File: src/rtl/pipe_hazard_ctrl_pkg.sv
// Shared definitions for the pipeline stall/flush sequencer and its helpers.
package pipe_hazard_ctrl_pkg;

    typedef enum logic [1:0] {
        ST_RUN     = 2'd0,
        ST_MEMWAIT = 2'd1,
        ST_FAULT   = 2'd2
    } hz_state_e;

    localparam logic [4:0] REG_X0              = 5'd0;
    localparam int         DEFAULT_MEM_TIMEOUT = 255;

endpackage

File: src/rtl/pipe_hazard_ctrl_hazard_detect.sv
// Pure combinational load-use compare: a load in EX whose destination is read by the ID instruction.
module hazard_detect
    import pipe_hazard_ctrl_pkg::*;
(
    input  logic [4:0] id_rs1_i,
    input  logic [4:0] id_rs2_i,
    input  logic       id_uses_rs1_i,
    input  logic       id_uses_rs2_i,
    input  logic       ex_isValid_i,
    input  logic [4:0] ex_rd_i,
    input  logic       ex_mem_read_i,
    output logic       load_use_o
);

    logic rd_live;
    logic rs1_hit;
    logic rs2_hit;

    // x0 never carries a dependency, so a load targeting it cannot cause a stall.
    assign rd_live    = ex_isValid_i && ex_mem_read_i && (ex_rd_i != REG_X0);
    assign rs1_hit    = id_uses_rs1_i && (id_rs1_i == ex_rd_i);
    assign rs2_hit    = id_uses_rs2_i && (id_rs2_i == ex_rd_i);
    assign load_use_o = rd_live && (rs1_hit || rs2_hit);

endmodule

File: src/rtl/pipe_hazard_ctrl.sv
// Stall/flush sequencer for the 5-stage pipeline: memory-wait freeze with watchdog, branch redirect, load-use bubble.
module pipe_hazard_ctrl
    import pipe_hazard_ctrl_pkg::*;
#(
    parameter int MEM_TIMEOUT = DEFAULT_MEM_TIMEOUT,
    parameter int TO_W        = 8,
    parameter int CNT_W       = 32
) (
    input  logic             clk,
    input  logic             reset,
    input  logic [4:0]       id_rs1,
    input  logic [4:0]       id_rs2,
    input  logic             id_uses_rs1,
    input  logic             id_uses_rs2,
    input  logic             ex_isValid,
    input  logic [4:0]       ex_rd,
    input  logic             ex_mem_read,
    input  logic             ex_branch_taken,
    input  logic             mem_req,
    input  logic             mem_ready,
    output logic             pc_en,
    output logic             ifid_en,
    output logic             ifid_flush,
    output logic             idex_en,
    output logic             idex_flush,
    output logic             exmem_en,
    output logic             mem_isValid,
    output logic             mem_fault,
    output logic [CNT_W-1:0] stall_cnt,
    output logic [1:0]       state
);

    localparam logic [TO_W-1:0]  WAIT_LAST = TO_W'(MEM_TIMEOUT - 1);
    localparam logic [CNT_W-1:0] CNT_MAX   = '1;

    hz_state_e        state_q;
    logic [TO_W-1:0]  wait_cnt_q;
    logic [CNT_W-1:0] stall_cnt_q;

    logic in_fault;
    logic freeze;
    logic redirect;
    logic load_use;

    // Bit 1 set covers both FAULT and the unused encoding 2'd3.
    assign in_fault = state_q[1];
    assign freeze   = mem_req && !mem_ready;
    assign redirect = ex_isValid && ex_branch_taken;

    hazard_detect u_hazard_detect (
        .id_rs1_i      (id_rs1),
        .id_rs2_i      (id_rs2),
        .id_uses_rs1_i (id_uses_rs1),
        .id_uses_rs2_i (id_uses_rs2),
        .ex_isValid_i  (ex_isValid),
        .ex_rd_i       (ex_rd),
        .ex_mem_read_i (ex_mem_read),
        .load_use_o    (load_use)
    );

    always_ff @(posedge clk) begin
        if (reset) begin
            state_q     <= ST_RUN;
            wait_cnt_q  <= '0;
            stall_cnt_q <= '0;
        end else begin
            case (state_q)
                ST_RUN: begin
                    if (freeze) begin
                        state_q    <= ST_MEMWAIT;
                        wait_cnt_q <= '0;
                    end
                end
                ST_MEMWAIT: begin
                    if (mem_ready) begin
                        state_q <= ST_RUN;
                    end else if (wait_cnt_q == WAIT_LAST) begin
                        state_q <= ST_FAULT;
                    end else begin
                        wait_cnt_q <= wait_cnt_q + 1'b1;
                    end
                end
                default: state_q <= state_q;
            endcase

            if (!in_fault && !pc_en && (stall_cnt_q != CNT_MAX)) begin
                stall_cnt_q <= stall_cnt_q + 1'b1;
            end
        end
    end

    always_comb begin
        pc_en       = 1'b1;
        ifid_en     = 1'b1;
        ifid_flush  = 1'b0;
        idex_en     = 1'b1;
        idex_flush  = 1'b0;
        exmem_en    = 1'b1;
        mem_isValid = 1'b1;
        if (reset) begin
            pc_en       = 1'b0;
            ifid_en     = 1'b0;
            ifid_flush  = 1'b1;
            idex_en     = 1'b0;
            idex_flush  = 1'b1;
            exmem_en    = 1'b0;
            mem_isValid = 1'b0;
        end else if (in_fault || freeze) begin
            pc_en       = 1'b0;
            ifid_en     = 1'b0;
            idex_en     = 1'b0;
            exmem_en    = 1'b0;
            mem_isValid = 1'b0;
        end else if (redirect) begin
            // The ID instruction is squashed, so any load-use it would cause is moot.
            ifid_flush = 1'b1;
            idex_flush = 1'b1;
        end else if (load_use) begin
            pc_en      = 1'b0;
            ifid_en    = 1'b0;
            idex_flush = 1'b1;
        end
    end

    assign mem_fault = !reset && in_fault;
    assign stall_cnt = reset ? '0 : stall_cnt_q;
    assign state     = reset ? ST_RUN : state_q;

endmodule

File: config.mk
export PLATFORM = sky130hd
export DESIGN_NAME = pipe_hazard_ctrl
export DESIGN_NICKNAME = d
export VERILOG_FILES = /design/src/rtl/pipe_hazard_ctrl_pkg.sv /design/src/rtl/pipe_hazard_ctrl_hazard_detect.sv /design/src/rtl/pipe_hazard_ctrl.sv
export SDC_FILE = /design/constraint.sdc
export NUM_CORES = 1
export LEC_CHECK = 0
export CORE_MARGIN = 8
export CORE_UTILIZATION = 40
export DETAILED_ROUTE_END_ITERATION = 10
export GPL_ROUTABILITY_DRIVEN = 0
export MAX_ROUTING_LAYER = met4
export PLACE_DENSITY = 0.68
export SLEW_MARGIN = 5
export SYNTH_ARGS = -nofsm -noshare
export SYNTH_HDL_FRONTEND = slang
export SYNTH_SLANG_ARGS = --single-unit
File: constraint.sdc
create_clock -name clk -period 3.57 [get_ports clk]
set_clock_uncertainty 0.2 [all_clocks]
set_input_delay 0.5355 -clock clk [delete_from_list [all_inputs] [get_ports clk]]
set_output_delay 0.5355 -clock clk [all_outputs]
set_load 0.1 [all_outputs]
==> results of run 1 <==
flip-flops by register name (all words and copies together) (netlist names):
signal and count:
state_q 2, wait_cnt_q 8, stall_cnt_q 32
cell families (layout without fill, tap and decap cells):
| group | after synthesis | count (layout) | synth area share [%] |
|---|---|---|---|
| multiplexers | 16 | 16 | 7.13 |
| AND/OR/NAND/NOR | 175 | 175 | 38.2 |
| XOR/XNOR | 23 | 23 | 7.97 |
| flip-flops | 42 | 42 | 33.3 |
| adder cells (fa/ha/maj) | 3 | 3 | 1.49 |
| AO/OA/AOI/OAI | 28 | 28 | 7.53 |
| buffers and inverters | 23 | 82 | 4.36 |
layout by cell type (no fill, tap or decap), types with 3 or more instances in the layout:
| cell type | instances |
|---|---|
| and4_1 | 3 |
| or3_1 | 3 |
| mux2_2 | 13 |
| nand2_1 | 19 |
| nand4_1 | 15 |
| nor2b_1 | 30 |
| mux2_1 | 3 |
| or4_1 | 11 |
| clkbuf_8 | 6 |
| nor4_1 | 5 |
| and3_1 | 3 |
| dfxtp_1 | 42 |
| buf_4 | 43 |
| or2_2 | 3 |
| nand3_1 | 15 |
| buf_12 | 3 |
| nor2_1 | 45 |
| clkdlybuf4s50_1 | 22 |
| inv_1 | 6 |
| o21ai_0 | 9 |
| ha_1 | 3 |
| a21oi_1 | 7 |
| xnor2_1 | 11 |
| nor3_1 | 11 |
| xor2_1 | 12 |
worst max-delay path, stage by stage:
cell             delay (ns)
clkdlybuf4s50_1        0.47
or4_1                  0.57
o2111ai_1              0.28
nor3_1                 0.07
or2_2                  0.31
buf_12                 0.17
stage by stage:
stage | setup WS [ns] | cell area, um^2 | util [%]
finish | 0.425 | 3260 | 52.3
global route | 0.328 | 3260 | 52.3
CTS | 0.427 | 3260 | 52.3
detailed placement | 0.376 | 3150 | 50.5
global placement | 0.457 | 3150 | 50.5
floorplan | 0.0641 | 2530 | -
routing by layer:
metal  track usage [%]  share of wire (%)  vias to the layer above
li1                  -                  -                     1203
met1              16.7                 46                     1035
met2              21.7                 44                       72
met3              4.02                8.6                        7
met4              5.25                1.2                        0
met5                 -                  0                        -
how the worst max path moves through the flow:
stage               startpoint                           end  slack (ns)  depth (start not counted)
floorplan                reset                      state[1]        0.06                          4
global placement      ex_rd[0]                    idex_flush        0.46                          6
detailed placement    ex_rd[1]  stall_cnt_q[16]$_SDFFE_PP0P_        0.38                          7
CTS                   ex_rd[0]                    idex_flush        0.43                          6
global route          ex_rd[1]                    idex_flush        0.33                          8
finish                ex_rd[0]                    idex_flush        0.42                          6
area by class of cell:
| type | instances | share of cell area (%) |
|---|---|---|
| timing repair buffer | 69 | 18.6 |
| sequential | 42 | 25.8 |
| tap | 77 | 2.95 |
| multi-input combinational | 245 | 48.5 |
| clock buffer | 6 | 2.53 |
| clock inverter | 1 | 0.920 |
| inverter | 6 | 0.690 |
power by group through the flow:
stage | clock network (mW) | registers, mW | logic, mW
5_1_grt | 0.415 | 0.478 | 0.191
4_1_cts | 0.400 | 0.477 | 0.180
3_5_place_dp | 0 | 0.488 | 0.180
3_3_place_gp | 0 | 0.488 | 0.178
2_1_floorplan | 0 | 0.487 | 0.123
6_report | 0.386 | 0.477 | 0.179
==> summary.md, run 1 <==
| Metric | Value |
|---|---|
| Mapped Area | `approximately 2500 um^2` |
| DRT iter0 DRCs | `about 100` |
| Maximum VDD drop | `between 0.2 and 0.25 mV` |
| Clock Tree Buf Depth | `2` |
| Clk slew on worst S/H paths | `0.08 ns` |
| Non-filler cells, final | `446` |
| Final hold vios | `0` |
| WP data required | `2.83 ns` |
| Int Power | `0.761 mW` |
| Critical Path Sink Type | `primary output` |
| Final slew viol count | `0` |
| WHS Endpoint | `wait_cnt_q[7]$_SDFFE_PP0P_` |
| Asr flop ratio synth | `0%` |
| Area growth from synthesis to layout | `29.2%` |
| Core footprint | `around 6200 um^2` |
| Reg2reg setup slack | `1.09 ns` |
| WHS | `0.316 ns` |
| Max-cap violations | `0` |
| FP Rows | `29` |
| Post-synth top area share | `33.3%` |
| Crit-path max FO | `3` |
| Vias per cell | `between 5 and 6` |
| Clock group share of total power | `a little under two fifths` |
| Worst hold start | `wait_cnt_q[7]$_SDFFE_PP0P_` |
| Post-CTS setup buffer count | `0` |
| Residual DRC count | `0` |
| I/O pins | `66` |
| Worst Hold Class | `reg2reg` |
| Fin crit share | `88.1%` |
| Yosys cell types | `43` |
| Root Buffer | `clkbuf_8` |
| Avg Inst Size Synth | `8.15 um^2` |
| Sequential cell area | `841 um^2` |
| Area of the multi-input gates | `~1600 um^2` |
| Hold_buf cts | `0` |
| GRT Total Usage | `between 10% and 20%` |
| RSZ-0062 raised after global routing | `false` |
| Sw frac | `26.9%` |
| Cells after synthesis | `just over 300` |
| Switching power | `0.281 mW` |
| Seq/Total Area, Yosys | `33.3%` |
| Synth top cells by count | `nor2_1, dfxtp_1, nor2b_1, nand2_1` |
| Pwr Total | `between 1 and 1.5 mW` |
| Post-layout nets | `about 400` |
| GRT overflow | `0` |
| Skew-Pair Late Insertion Delay | `0.30 ns` |
| Number of synthesized flops with an enable pin | `0` |
| Finish-stage setup viols | `0` |
| Setup TNS Final | `0 ns` |
| Clk sink count | `42` |
| R2R cell count | `6` |
| Fillers | `603` |
| Number of CTS-inserted buffers | `5` |
| Max_slew headroom | `between 60% and 70%` |
| Flop pwr share | `a little under half` |
| Prevailing post-synth register cell | `dfxtp_1` |
| Logic pwr share | `17.2%` |
| DRT antenna net count | `0` |
| Fin crit period | `3.15 ns` |
| Static Leak | `1.27 nW` |
| Largest area contributor in the netlist | `dfxtp_1` |
| IO buf count | `65` |
| N_diodes | `0` |
| Initial Util | `about two fifths` |
| Vias | `2317` |
| DIE HEIGHT | `95.5 um` |
| PostCTS Resize Cnt | `0` |
| Hold depth | `2` |
| Crit path kind | `in2out` |
| RR Startpoint | `stall_cnt_q[2]$_SDFFE_PP0P_` |
| Detailed-route wire length | `6.18 mm` |
| Post-DP HPWL | `4.70 mm` |
| H-tree Lvls | `2` |
| Most numerous cell in the Yosys netlist | `nor2_1` |
| Status | `completed` |
| Routed WL per cell | `around 14 um` |
| CP Launch Type | `input port` |
| Vias in the first global route | `2218` |
| Fmax | `~0.32 GHz` |
| Initial antenna violation count | `0` |
| Net count after synthesis | `337` |
| CTS tree | `done` |
| Die X | `95.5 um` |
| Fraction of layout cells with a size suffix above 1 | `about 22%` |
| Die ar. | `between 9000 and 10000 um^2` |
| Area contributors post-synth | `dfxtp_1, nor2b_1, nor2_1` |
| Worst Tran Pin Value | `0.545 ns` |
| FF-to-FF End | `stall_cnt_q[31]$_SDFFE_PP0P_` |
| Global-route wire length before repair | `between 10 and 15 mm` |
| PwrDens | `319 nW/um^2` |
| Ys Warns | `0` |
| Number of synthesized register bits | `42` |
| CP arrival | `around 2.4 ns` |
| Placed insts | `439` |
| Largest net degree at the start of global routing | `between 40 and 50` |
| Pre-antenna DRT Iters | `4` |
(Power assumes the default switching activity.)
==> run 2, diff against run 1 <==
- SLEW_MARGIN: 5 -> not set
==> results of run 2 <==
Same layout as run 1: the final DEF is identical, and so are final timing and power.
